### config.mk
export PLATFORM = sky130hd
export DESIGN_NAME = lattice_bram_arbiter_flat
export DESIGN_NICKNAME = d
export VERILOG_FILES = /design/src/rtl/lbm_pkg.sv /design/src/rtl/lattice_bram_arbiter_if.sv /design/src/rtl/rd_tag_pipe.sv /design/src/rtl/lattice_bram_arbiter.sv /design/src/flat_wrapper.sv
export SDC_FILE = /design/constraint.sdc
export NUM_CORES = 1
export LEC_CHECK = 0
export CAP_MARGIN = 20
export CORE_AREA = 2 2 259 261
export DETAILED_ROUTE_END_ITERATION = 16
export DIE_AREA = 0 0 261 263
export GPL_ROUTABILITY_DRIVEN = 1
export PLACE_DENSITY = 0.51
export SKIP_CTS_REPAIR_TIMING = 1
export SYNTH_ARGS = -nofsm -noshare
export SYNTH_HDL_FRONTEND = slang
export SYNTH_SLANG_ARGS = --single-unit
### constraint.sdc
create_clock -name clk_in -period 2.5 [get_ports clk_in]
set_clock_uncertainty 0.2 [all_clocks]
set_input_delay 0.25 -clock clk_in [delete_from_list [all_inputs] [get_ports clk_in]]
set_output_delay 0.25 -clock clk_in [all_outputs]
set_load 0.01 [all_outputs]
### src/rtl/lbm_pkg.sv
`default_nettype none
// ============================================================================
//  lbm_pkg
//  Shared sizes and types for the lattice BRAM arbiter.
//  Revision: 1.0
// ============================================================================
package lbm_pkg;
    localparam int BRAM_DEPTH = 31570;
    localparam int ADDR_W     = $clog2(BRAM_DEPTH);
    localparam int N_DIR      = 9;

    localparam logic [ADDR_W-1:0] C_ADDR_LIMIT = ADDR_W'(BRAM_DEPTH);

    typedef logic [N_DIR-1:0][7:0]        dir_vec_t;
    typedef logic [N_DIR-1:0][ADDR_W-1:0] addr_vec_t;

    typedef enum logic {
        OWN_ENG  = 1'b0,
        OWN_DISP = 1'b1
    } owner_e;

    typedef struct packed {
        logic   valid;
        owner_e owner;
        logic   err;
    } rd_tag_t;
endpackage
`default_nettype wire

### src/rtl/lattice_bram_arbiter_if.sv
`default_nettype none
// ============================================================================
//  lattice_bram_arbiter_if
//  Engine, display and BRAM-side signals of the lattice BRAM arbiter.
//  Revision: 1.0
// ============================================================================
interface lattice_bram_arbiter_if;
    import lbm_pkg::*;

    logic              eng_req_in;
    logic              eng_we_in;
    addr_vec_t         eng_addr_in;
    dir_vec_t          eng_data_in;
    logic              eng_lock_in;
    logic              eng_gnt_out;
    logic              eng_rvalid_out;
    dir_vec_t          eng_rdata_out;
    logic              disp_req_in;
    logic [ADDR_W-1:0] disp_addr_in;
    logic              disp_gnt_out;
    logic              disp_rvalid_out;
    dir_vec_t          disp_rdata_out;
    addr_vec_t         bram_addr_out;
    logic              bram_we_out;
    dir_vec_t          bram_data_out;
    dir_vec_t          bram_data_in;
    logic              err_out;

    modport slave (
        input  eng_req_in, eng_we_in, eng_addr_in, eng_data_in, eng_lock_in,
        input  disp_req_in, disp_addr_in, bram_data_in,
        output eng_gnt_out, eng_rvalid_out, eng_rdata_out,
        output disp_gnt_out, disp_rvalid_out, disp_rdata_out,
        output bram_addr_out, bram_we_out, bram_data_out, err_out
    );

    modport master (
        output eng_req_in, eng_we_in, eng_addr_in, eng_data_in, eng_lock_in,
        output disp_req_in, disp_addr_in, bram_data_in,
        input  eng_gnt_out, eng_rvalid_out, eng_rdata_out,
        input  disp_gnt_out, disp_rvalid_out, disp_rdata_out,
        input  bram_addr_out, bram_we_out, bram_data_out, err_out
    );
endinterface
`default_nettype wire

### src/rtl/rd_tag_pipe.sv
`default_nettype none
// ============================================================================
//  rd_tag_pipe
//  Shift register carrying {valid, owner, err} alongside BRAM reads.
//  Revision: 1.0
// ============================================================================
module rd_tag_pipe
    import lbm_pkg::*;
#(
    parameter int DEPTH = 3
) (
    input  wire logic clk_in,
    input  wire logic rst_in,
    input  rd_tag_t   tag_in,
    output rd_tag_t   tag_pre_out,
    output rd_tag_t   tag_out
);
    rd_tag_t [DEPTH-1:0] stage_q;
    rd_tag_t [DEPTH-1:0] stage_d;

    always_comb begin
        stage_d[0] = tag_in;
        for (int i = 1; i < DEPTH; i++) begin
            stage_d[i] = stage_q[i-1];
        end
    end

    always_ff @(posedge clk_in) begin
        if (rst_in) begin
            stage_q <= '0;
        end else begin
            stage_q <= stage_d;
        end
    end

    // The pre-tap lines up with BRAM data one cycle before it is registered out.
    assign tag_pre_out = stage_q[DEPTH-2];
    assign tag_out     = stage_q[DEPTH-1];
endmodule
`default_nettype wire

### src/rtl/lattice_bram_arbiter.sv
`default_nettype none
// ============================================================================
//  lattice_bram_arbiter
//  Shares the 9-bank lattice BRAM between the LBM engine and display readout.
//  Revision: 1.0
// ============================================================================
module lattice_bram_arbiter
    import lbm_pkg::*;
#(
    parameter int READ_LATENCY = 2,
    parameter int MAX_STARVE   = 64
) (
    input  wire logic              clk_in,
    input  wire logic              rst_in,
    lattice_bram_arbiter_if.slave  bus
);
    localparam int              C_CNT_W = $clog2(MAX_STARVE + 1);
    localparam logic [C_CNT_W-1:0] C_STARVE_MAX = C_CNT_W'(MAX_STARVE);

    logic [C_CNT_W-1:0] starve_q, starve_d;
    addr_vec_t          addr_q, addr_d;
    dir_vec_t           wdata_q, wdata_d;
    logic               we_q, we_d;
    logic               err_q, err_d;
    dir_vec_t           eng_rdata_q, eng_rdata_d;
    dir_vec_t           disp_rdata_q, disp_rdata_d;

    logic    w_eng_gnt, w_disp_gnt, w_oor_eng, w_oor_disp, w_oor;
    rd_tag_t w_tag_in, w_tag_pre, w_tag_out;

    always_comb begin
        w_oor_eng = 1'b0;
        for (int i = 0; i < N_DIR; i++) begin
            if (bus.eng_addr_in[i] >= C_ADDR_LIMIT) w_oor_eng = 1'b1;
        end
    end
    assign w_oor_disp = (bus.disp_addr_in >= C_ADDR_LIMIT);

    // Display wins only when the engine is idle or it has waited MAX_STARVE cycles.
    always_comb begin
        w_eng_gnt  = 1'b0;
        w_disp_gnt = 1'b0;
        if (!rst_in) begin
            if (bus.disp_req_in && !bus.eng_lock_in &&
                (!bus.eng_req_in || starve_q == C_STARVE_MAX)) begin
                w_disp_gnt = 1'b1;
            end else if (bus.eng_req_in) begin
                w_eng_gnt = 1'b1;
            end
        end
    end

    assign w_oor = (w_eng_gnt && w_oor_eng) || (w_disp_gnt && w_oor_disp);

    always_comb begin
        starve_d = starve_q;
        if (!bus.disp_req_in || bus.eng_lock_in || w_disp_gnt) begin
            starve_d = '0;
        end else if (starve_q != C_STARVE_MAX) begin
            starve_d = starve_q + 1'b1;
        end
    end

    always_comb begin
        addr_d  = addr_q;
        wdata_d = wdata_q;
        we_d    = 1'b0;
        if (w_eng_gnt) begin
            addr_d = bus.eng_addr_in;
            we_d   = bus.eng_we_in && !w_oor_eng;
            if (bus.eng_we_in) wdata_d = bus.eng_data_in;
        end else if (w_disp_gnt) begin
            for (int i = 0; i < N_DIR; i++) begin
                addr_d[i] = bus.disp_addr_in;
            end
        end
        err_d = err_q || w_oor;
    end

    always_comb begin
        w_tag_in.valid = (w_eng_gnt && !bus.eng_we_in) || w_disp_gnt;
        w_tag_in.owner = w_disp_gnt ? OWN_DISP : OWN_ENG;
        w_tag_in.err   = w_oor;
    end

    rd_tag_pipe #(
        .DEPTH (1 + READ_LATENCY)
    ) u_rd_tag_pipe (
        .clk_in      (clk_in),
        .rst_in      (rst_in),
        .tag_in      (w_tag_in),
        .tag_pre_out (w_tag_pre),
        .tag_out     (w_tag_out)
    );

    always_comb begin
        eng_rdata_d  = eng_rdata_q;
        disp_rdata_d = disp_rdata_q;
        if (w_tag_pre.valid) begin
            if (w_tag_pre.owner == OWN_ENG) begin
                eng_rdata_d = w_tag_pre.err ? '0 : bus.bram_data_in;
            end else begin
                disp_rdata_d = w_tag_pre.err ? '0 : bus.bram_data_in;
            end
        end
    end

    always_ff @(posedge clk_in) begin
        if (rst_in) begin
            starve_q     <= '0;
            addr_q       <= '0;
            wdata_q      <= '0;
            we_q         <= 1'b0;
            err_q        <= 1'b0;
            eng_rdata_q  <= '0;
            disp_rdata_q <= '0;
        end else begin
            starve_q     <= starve_d;
            addr_q       <= addr_d;
            wdata_q      <= wdata_d;
            we_q         <= we_d;
            err_q        <= err_d;
            eng_rdata_q  <= eng_rdata_d;
            disp_rdata_q <= disp_rdata_d;
        end
    end

    assign bus.eng_gnt_out     = w_eng_gnt;
    assign bus.disp_gnt_out    = w_disp_gnt;
    assign bus.bram_addr_out   = addr_q;
    assign bus.bram_we_out     = we_q;
    assign bus.bram_data_out   = wdata_q;
    assign bus.err_out         = err_q;
    assign bus.eng_rvalid_out  = w_tag_out.valid && (w_tag_out.owner == OWN_ENG);
    assign bus.disp_rvalid_out = w_tag_out.valid && (w_tag_out.owner == OWN_DISP);
    assign bus.eng_rdata_out   = eng_rdata_q;
    assign bus.disp_rdata_out  = disp_rdata_q;
endmodule
`default_nettype wire

### src/flat_wrapper.sv
// flat-port wrapper written by rule: the top's interface ports become plain ports
module lattice_bram_arbiter_flat import lbm_pkg::*;
#(
    parameter int READ_LATENCY = 2,
    parameter int MAX_STARVE   = 64
)
  (clk_in, rst_in, bus_eng_req_in, bus_eng_we_in, bus_eng_addr_in, bus_eng_data_in, bus_eng_lock_in, bus_disp_req_in, bus_disp_addr_in, bus_bram_data_in, bus_eng_gnt_out, bus_eng_rvalid_out, bus_eng_rdata_out, bus_disp_gnt_out, bus_disp_rvalid_out, bus_disp_rdata_out, bus_bram_addr_out, bus_bram_we_out, bus_bram_data_out, bus_err_out);
  lattice_bram_arbiter_if bus_i ();
  input  wire logic clk_in;
  input  wire logic rst_in;
  input wire logic [$bits(bus_i.eng_req_in)-1:0] bus_eng_req_in;
  input wire logic [$bits(bus_i.eng_we_in)-1:0] bus_eng_we_in;
  input wire logic [$bits(bus_i.eng_addr_in)-1:0] bus_eng_addr_in;
  input wire logic [$bits(bus_i.eng_data_in)-1:0] bus_eng_data_in;
  input wire logic [$bits(bus_i.eng_lock_in)-1:0] bus_eng_lock_in;
  input wire logic [$bits(bus_i.disp_req_in)-1:0] bus_disp_req_in;
  input wire logic [$bits(bus_i.disp_addr_in)-1:0] bus_disp_addr_in;
  input wire logic [$bits(bus_i.bram_data_in)-1:0] bus_bram_data_in;
  output wire logic [$bits(bus_i.eng_gnt_out)-1:0] bus_eng_gnt_out;
  output wire logic [$bits(bus_i.eng_rvalid_out)-1:0] bus_eng_rvalid_out;
  output wire logic [$bits(bus_i.eng_rdata_out)-1:0] bus_eng_rdata_out;
  output wire logic [$bits(bus_i.disp_gnt_out)-1:0] bus_disp_gnt_out;
  output wire logic [$bits(bus_i.disp_rvalid_out)-1:0] bus_disp_rvalid_out;
  output wire logic [$bits(bus_i.disp_rdata_out)-1:0] bus_disp_rdata_out;
  output wire logic [$bits(bus_i.bram_addr_out)-1:0] bus_bram_addr_out;
  output wire logic [$bits(bus_i.bram_we_out)-1:0] bus_bram_we_out;
  output wire logic [$bits(bus_i.bram_data_out)-1:0] bus_bram_data_out;
  output wire logic [$bits(bus_i.err_out)-1:0] bus_err_out;
  assign bus_i.eng_req_in = bus_eng_req_in;
  assign bus_i.eng_we_in = bus_eng_we_in;
  assign bus_i.eng_addr_in = bus_eng_addr_in;
  assign bus_i.eng_data_in = bus_eng_data_in;
  assign bus_i.eng_lock_in = bus_eng_lock_in;
  assign bus_i.disp_req_in = bus_disp_req_in;
  assign bus_i.disp_addr_in = bus_disp_addr_in;
  assign bus_i.bram_data_in = bus_bram_data_in;
  assign bus_eng_gnt_out = bus_i.eng_gnt_out;
  assign bus_eng_rvalid_out = bus_i.eng_rvalid_out;
  assign bus_eng_rdata_out = bus_i.eng_rdata_out;
  assign bus_disp_gnt_out = bus_i.disp_gnt_out;
  assign bus_disp_rvalid_out = bus_i.disp_rvalid_out;
  assign bus_disp_rdata_out = bus_i.disp_rdata_out;
  assign bus_bram_addr_out = bus_i.bram_addr_out;
  assign bus_bram_we_out = bus_i.bram_we_out;
  assign bus_bram_data_out = bus_i.bram_data_out;
  assign bus_err_out = bus_i.err_out;
  lattice_bram_arbiter #(.READ_LATENCY(READ_LATENCY), .MAX_STARVE(MAX_STARVE)) u_core (.clk_in(clk_in), .rst_in(rst_in), .bus(bus_i));
endmodule
==> flow_summary_export.csv, run 1 <==
group,metric,value,unit
clock_tree,cts_root_buf,"clkbuf_16",
detailed_routing,drt_iter0_markers,946,
grt,grt_pass1_wl,95800,µm
sta,tightest_slew,0.744,ns
pwr,power.leakage,8.45,nW
setup_path,endpoint_kind,"register",
detailed_routing,drt_pre_antenna_iters,5,
grt,grt_max_degree,166,
floorplan,ios,657,
setup_path,crit_path_start_kind,"register",
floorplan,die_y,263,µm
setup_path,cp.required,2.80,ns
setup_path,r2r_start,"u_core.starve_q[0]",
floorplan,coreArea,0.0656,mm²
sta,rsz0062_at_grt,"yes",
sta,max_freq,407,MHz
sta,slew_headroom,0.504,
cells_and_area,final_cell_mix,"653 x clkdlybuf4s50_1, 374 x nand2_1, 365 x dfxtp_1, 148 x a21oi_1, 140 x nor2_1",
detailed_routing,viasPerCell,4.58,
synth,avgSynthCellArea,8.06,µm²
floorplan,start_util,0.218,
sta,min_period,2.46,ns
clock_tree,htree_levels,2,
worst_hold_path,min_path_cells,3,
setup_path,path_class,"reg2reg",
detailed_routing,wirelength,66400,µm
detailed_routing,antenna_left,0,
cells_and_area,nets,2726,
floorplan,num_rows,94,
detailed_routing,num_vias,15200,
clock_tree,cts_tree,"built",
clock_tree,clk_latency,0.57,ns
floorplan,die_w,261,µm
grt,grt_usage,0.182,
cells_and_area,final_common_cell,"clkdlybuf4s50_1",
floorplan,dieArea,0.0686,mm²
cells_and_area,drive_above_1_share,0.0777,
clock_tree,clock-sinks,368,
sta,period_share,0.983,
detailed_routing,wl_per_cell,20.0,µm
sta,tns,0,ns
setup_path,reg2reg_depth,11,
synth,synth_area,0.0143,mm²
job,drv_cap,0,
setup_path,cp.arrival,2.76,ns
sta,hold_viol_final,0,
setup_path,r2r_slack,0.04,ns
sta,setup_viol,0,
synth,yosysSeqAreaShare,0.514,
synth,synth_cell_types,44,
grt,first_global_vias,15100,
setup_path,cp_max_fo,12,
synth,synth_seq_cells,368,
grt,grt-ovfl-total,0,
place,io_buffers,656,
sta,drv_slew,0,
cells_and_area,syn2layout_area_growth,66.7,%
place,pre_cts_slack,-0.197,ns
clock_tree,clkSlewWorstSetupHoldPaths,0.06,ns
place,gp_congestion,0.872,
synth,synthCells,1779,
worst_hold_path,min_from,"bus_eng_data_in[20]",
worst_hold_path,worstHoldPathType,"in2reg",
grt,antenna_found_initial,3,
synth,yosys_warnings,0,
pwr,peakVddDrop,0.418,mV
synth,synth_fp_nets,2081,
worst_hold_path,min_to,"u_core.bus.bram_data_out[20]",
place,hpwl,48500,µm
setup_path,reg2reg_to,"u_core.u_rd_tag_pipe.stage_d[3]",
sta,setup_ws,0.0436,ns
outcome,status,"finished clean",
detailed_routing,drc,0,
clock_tree,clockBufferDepth,3,
pwr,p_per_area,620,mW/mm²
clock_tree,numCtsBuffers,45,
pwr,total_power,14.8,mW
==> metal layers <==
layer  share of wire  routed length [µm]  GRT usage  vias to the layer above
met5         0.00018                  12          0                        -
met4           0.021                1390     0.0436                        2
met3           0.093                6210     0.0605                       82
met2            0.50               33500      0.329                      575
met1            0.38               25300      0.203                     7268
li1                -                   -          -                     7308
==> critical path, cell delays in order (launching register included) <==
cell and delay, ns:
dfxtp_2 0.32, inv_1 0.05, ha_1 0.14, nor4b_4 0.17, nand3b_1 0.16, a211o_4 0.41
clkinv_8 0.08, buf_4 0.17, buf_4 0.15, nand2_4 0.05, or3_1 0.39, nand2_1 0.08
==> cells in the mapped netlist (all sizes together) <==
library cell	instances	area, µm²
o21a	1	7.51
or3	1	6.26
and2	18	113
nor2	140	526
xor2	2	17.5
nand3	13	65.1
nor2b	80	500
o22ai	1	6.26
clkinv	1	8.76
a211o	1	8.76
o211ai	2	15.0
nand3b	2	15.0
nand4	8	50.1
nand2b	75	469
xnor2	3	26.3
nor4	12	75.1
and3	1	6.26
o21ai	88	444
buf	32	179
a221oi	1	8.76
o21bai	6	45.0
a21oi	148	741
a211oi	125	938
nand4b	1	8.76
nor3	123	616
a31oi	15	93.8
dfxtp	368	7370
nor4b	2	23.8
inv	6	22.5
o31ai	2	15.0
o2111ai	1	8.76
and4	1	8.76
nand2	376	1420
ha	2	25.0
clkbuf	120	450
o41ai	1	8.76
==> area by class of cell <==
cell class | instances | area, µm²
antenna | 1 | 2.50
clock buffer | 64 | 1320
clock inverter | 18 | 103
fill | 6704 | 41700
inverter | 7 | 41.3
multi-input combinational | 1252 | 6380
sequential | 368 | 7370
tap | 864 | 1080
timing repair buffer | 750 | 7600
==> sequential cells by signal, summed over array words and instances (netlist names) <==
signal and flops:
u_core.bus.eng_rdata_out 72, u_core.bus.disp_rdata_out 72, u_core.bus.bram_data_out 72, u_core.u_rd_tag_pipe.stage_d 3, u_core.bus.bram_we_out 1, u_core.bus.bram_addr_out 135, u_core.u_rd_tag_pipe.tag_pre_out 3, u_core.starve_q 7
u_core.u_rd_tag_pipe.tag_out 2, u_core.bus.err_out 1
==> cell families after synthesis <==
logic type | count (synthesis) | synth area share
AND/OR/NAND/NOR | 853 | 0.272
AO/OA/AOI/OAI | 392 | 0.163
flip-flops | 368 | 0.514
buffers and inverters | 159 | 0.0461
XOR/XNOR | 5 | 0.00305
adder cells (fa/ha/maj) | 2 | 0.00174
==> power breakdown <==
part | switching, mW | internal [mW] | leakage, nW
logic | 0.981 | 1.19 | 4.73
clock network | 2.68 | 3.68 | 0.711
registers | 0.156 | 6.13 | 3.01
==> worst max path at each step <==
| stage | start | to | slack (ns) | depth (start not counted) |
|---|---|---|---|---|
| floorplan | u_core.starve_q[0] | u_core.bus.bram_addr_out[15] | 0.21 | 12 |
| global placement | bus_eng_addr_in[110] | u_core.bus.err_out | -0.22 | 8 |
| detailed placement | bus_eng_addr_in[110] | u_core.bus.err_out | -0.20 | 8 |
| CTS | u_core.starve_q[0] | bus_disp_gnt_out | -0.55 | 7 |
| global route | u_core.starve_q[0] | bus_disp_gnt_out | -0.07 | 7 |
| finish | u_core.starve_q[0] | u_core.u_rd_tag_pipe.stage_d[3] | 0.04 | 11 |
==> through the flow <==
stage / hold slack [ns] / utilization / instances / cell area (µm²)
final: 0.0283 / 0.364 / 3324 / 23900
after global routing: 0.00553 / 0.364 / 3323 / 23900
after CTS: -0.0591 / 0.361 / 3310 / 23700
after detailed placement: 0.242 / 0.340 / 3228 / 22300
after global placement: 0.239 / 0.340 / 3228 / 22300
after floorplan: 0.159 / - / 1779 / 14300
(Power assumes the default switching activity.)
==> run 2, diff against run 1 <==
--- a/config.mk
+++ b/config.mk
@@ -15,3 +15,4 @@
 export SYNTH_ARGS = -nofsm -noshare
 export SYNTH_HDL_FRONTEND = slang
 export SYNTH_SLANG_ARGS = --single-unit
+export TNS_END_PERCENT = 100
==> results of run 2 <==
Final layout, timing and power as in run 1 (identical DEF).
==> run 3, diff against run 2 <==
--- a/config.mk
+++ b/config.mk
@@ -6,11 +6,11 @@
 export NUM_CORES = 1
 export LEC_CHECK = 0
 export CAP_MARGIN = 20
-export CORE_AREA = 2 2 259 261
+export CORE_AREA = 5 5 255 257
 export DETAILED_ROUTE_END_ITERATION = 16
-export DIE_AREA = 0 0 261 263
+export DIE_AREA = 0 0 260 262
 export GPL_ROUTABILITY_DRIVEN = 1
-export PLACE_DENSITY = 0.51
+export PLACE_DENSITY = 0.53
 export SKIP_CTS_REPAIR_TIMING = 1
 export SYNTH_ARGS = -nofsm -noshare
 export SYNTH_HDL_FRONTEND = slang
==> flow_summary_export.csv, run 3 (same netlist as run 1, synthesis figures left out) <==
group,metric,value,unit
outcome,status,"complete, but fails checks",
outcome,violations,"setup timing",
detailed_routing,antenna_left,0,
floorplan,dieArea,0.0681,mm²
floorplan,num_rows,92,
sta,min_period,2.54,ns
clock_tree,clkSlewWorstSetupHoldPaths,0.06,ns
setup_path,crit_path_start_kind,"register",
detailed_routing,drt_pre_antenna_iters,5,
sta,drv_slew,0,
floorplan,ios,657,
cells_and_area,fillCellCount,6374,
sta,whs,0.0206,ns
sta,hold_viol_final,0,
job,drv_cap,0,
grt,grt_usage,0.185,
detailed_routing,drc,0,
detailed_routing,wl_per_cell,20.5,µm
sta,rsz0062_at_grt,"yes",
cells_and_area,largest_reg_flops,135,
sta,period_share,1.02,
setup_path,crit_buf_inv,2,
clock_tree,cts_root_buf,"clkbuf_16",
cells_and_area,nets,2737,
place,gp_congestion,0.906,
cells_and_area,seq_area,0.00737,mm²
sta,setup_viol,14,
grt,grt-ovfl-total,0,
floorplan,coreArea,0.0625,mm²
setup_path,cp_max_fo,135,
detailed_routing,drt_iter0_markers,839,
pwr,peakVddDrop,0.395,mV
cells_and_area,multi_input_area,0.00671,mm²
grt,grt_pass1_wl,98000,µm
floorplan,die_y,262,µm
grt,grt_max_degree,222,
grt,antenna_found_initial,2,
sta,max_freq,394,MHz
setup_path,path_class,"reg2reg",
detailed_routing,wirelength,68100,µm
cells_and_area,syn2layout_area_growth,70.7,%
setup_path,critPathTopFamily,"compound AO/OA/AOI/OAI gates",
cells_and_area,design_area,0.0245,mm²
setup_path,path_cells,"inv_2, ha_4, nor4b_4, nand3b_1, a211o_4, buf_12, a211oi_1, nor3_1",
clock_tree,cts_tree,"built",
sta,setup_ws,-0.0376,ns
place,dpl-instance-area,0.0224,mm²
setup_path,endpoint_kind,"register",
clock_tree,clockBufferDepth,3,
detailed_routing,viasPerCell,4.58,
place,hpwl,50400,µm
setup_path,cp.arrival,2.73,ns
place,io_buffers,656,
pwr,p_per_area,621,mW/mm²
detailed_routing,num_vias,15200,
clock_tree,numCtsBuffers,45,
clock_tree,htree_levels,2,
sta,tightest_slew,1.20,ns
sta,slew_headroom,0.199,
pwr,power.leakage,8.62,nW
grt,first_global_vias,15200,
clock_tree,clock-sinks,368,
setup_path,slowest_delay,0.40,ns
clock_tree,clk_latency,0.55,ns
setup_path,cp.required,2.69,ns
cells_and_area,final_cell_mix,"653 x clkdlybuf4s50_1, 374 x nand2_1, 365 x dfxtp_1, 148 x a21oi_1, 140 x nor2_1",
worst_hold_path,worstHoldPathType,"in2reg",
setup_path,critical-path-slowest-cell,"a211o_4",
cells_and_area,final_common_cell,"clkdlybuf4s50_1",
floorplan,start_util,0.229,
cells_and_area,drive_above_1_share,0.108,
floorplan,die_w,260,µm
-- run 3: layout make-up --
class                   instances  share of cell area
flip-flops and latches        368               0.301
clock inverters                14             0.00537
inverters                       7             0.00179
clock buffers                  70              0.0565
diodes                          1            0.000102
repair buffers                761               0.318
well taps                     846              0.0433
multi-input cells            1252               0.274
-- run 3: worst register-to-register path: stages, from the launching register on --
cell      delay, ns
dfxtp_2        0.33
inv_2          0.07
ha_4           0.12
nor4b_4        0.17
nand3b_1       0.17
a211o_4        0.40
buf_12         0.26
a211oi_1       0.58
nor3_1         0.08
-- run 3: report_power, final --
group	total (mW)	switching [mW]	leakage [nW]	internal (mW)
clock network	6.65	2.64	0.743	4.01
registers	6.30	0.165	3.01	6.13
logic	2.25	1.01	4.87	1.24
total	15.2	3.81	8.62	11.4
-- run 3: metal layers --
metal  share of wire  up-vias  track usage  wire, µm
li1                -     7325            -         -
met5         0.00040        -            0        27
met3           0.095       98       0.0722      6450
met4           0.029        4       0.0543      1960
met2            0.50      576        0.327     33700
met1            0.38     7196        0.208     25900
-- run 3: worst paths after layout --
check / from / endpoint / slack (ns) / cells past startpoint
max: u_core.starve_q[1] / u_core.bus.bram_addr_out[129] / -0.04 / 8
min reg2reg: u_core.starve_q[0] / u_core.starve_q[0] / 0.24 / 1
min: rst_in / u_core.starve_q[1] / 0.02 / 4
max reg2reg: u_core.starve_q[1] / u_core.bus.bram_addr_out[129] / -0.04 / 8
-- run 3: through the flow --
| stage | worst slack (ns) | cells | util | setup TNS (ns) | power, mW |
|---|---|---|---|---|---|
| 2_1_floorplan | 0.213 | 1779 | - | 0 | 7.15 |
| 3_3_place_gp | -0.289 | 3221 | 0.358 | -0.599 | 8.57 |
| 3_5_place_dp | -0.259 | 3221 | 0.358 | -0.613 | 8.58 |
| 4_1_cts | -0.594 | 3305 | 0.382 | -1.13 | 15.3 |
| 5_1_grt | -0.0792 | 3318 | 0.391 | -2.93 | 15.9 |
| 6_report | -0.0376 | 3319 | 0.392 | -0.217 | 15.2 |
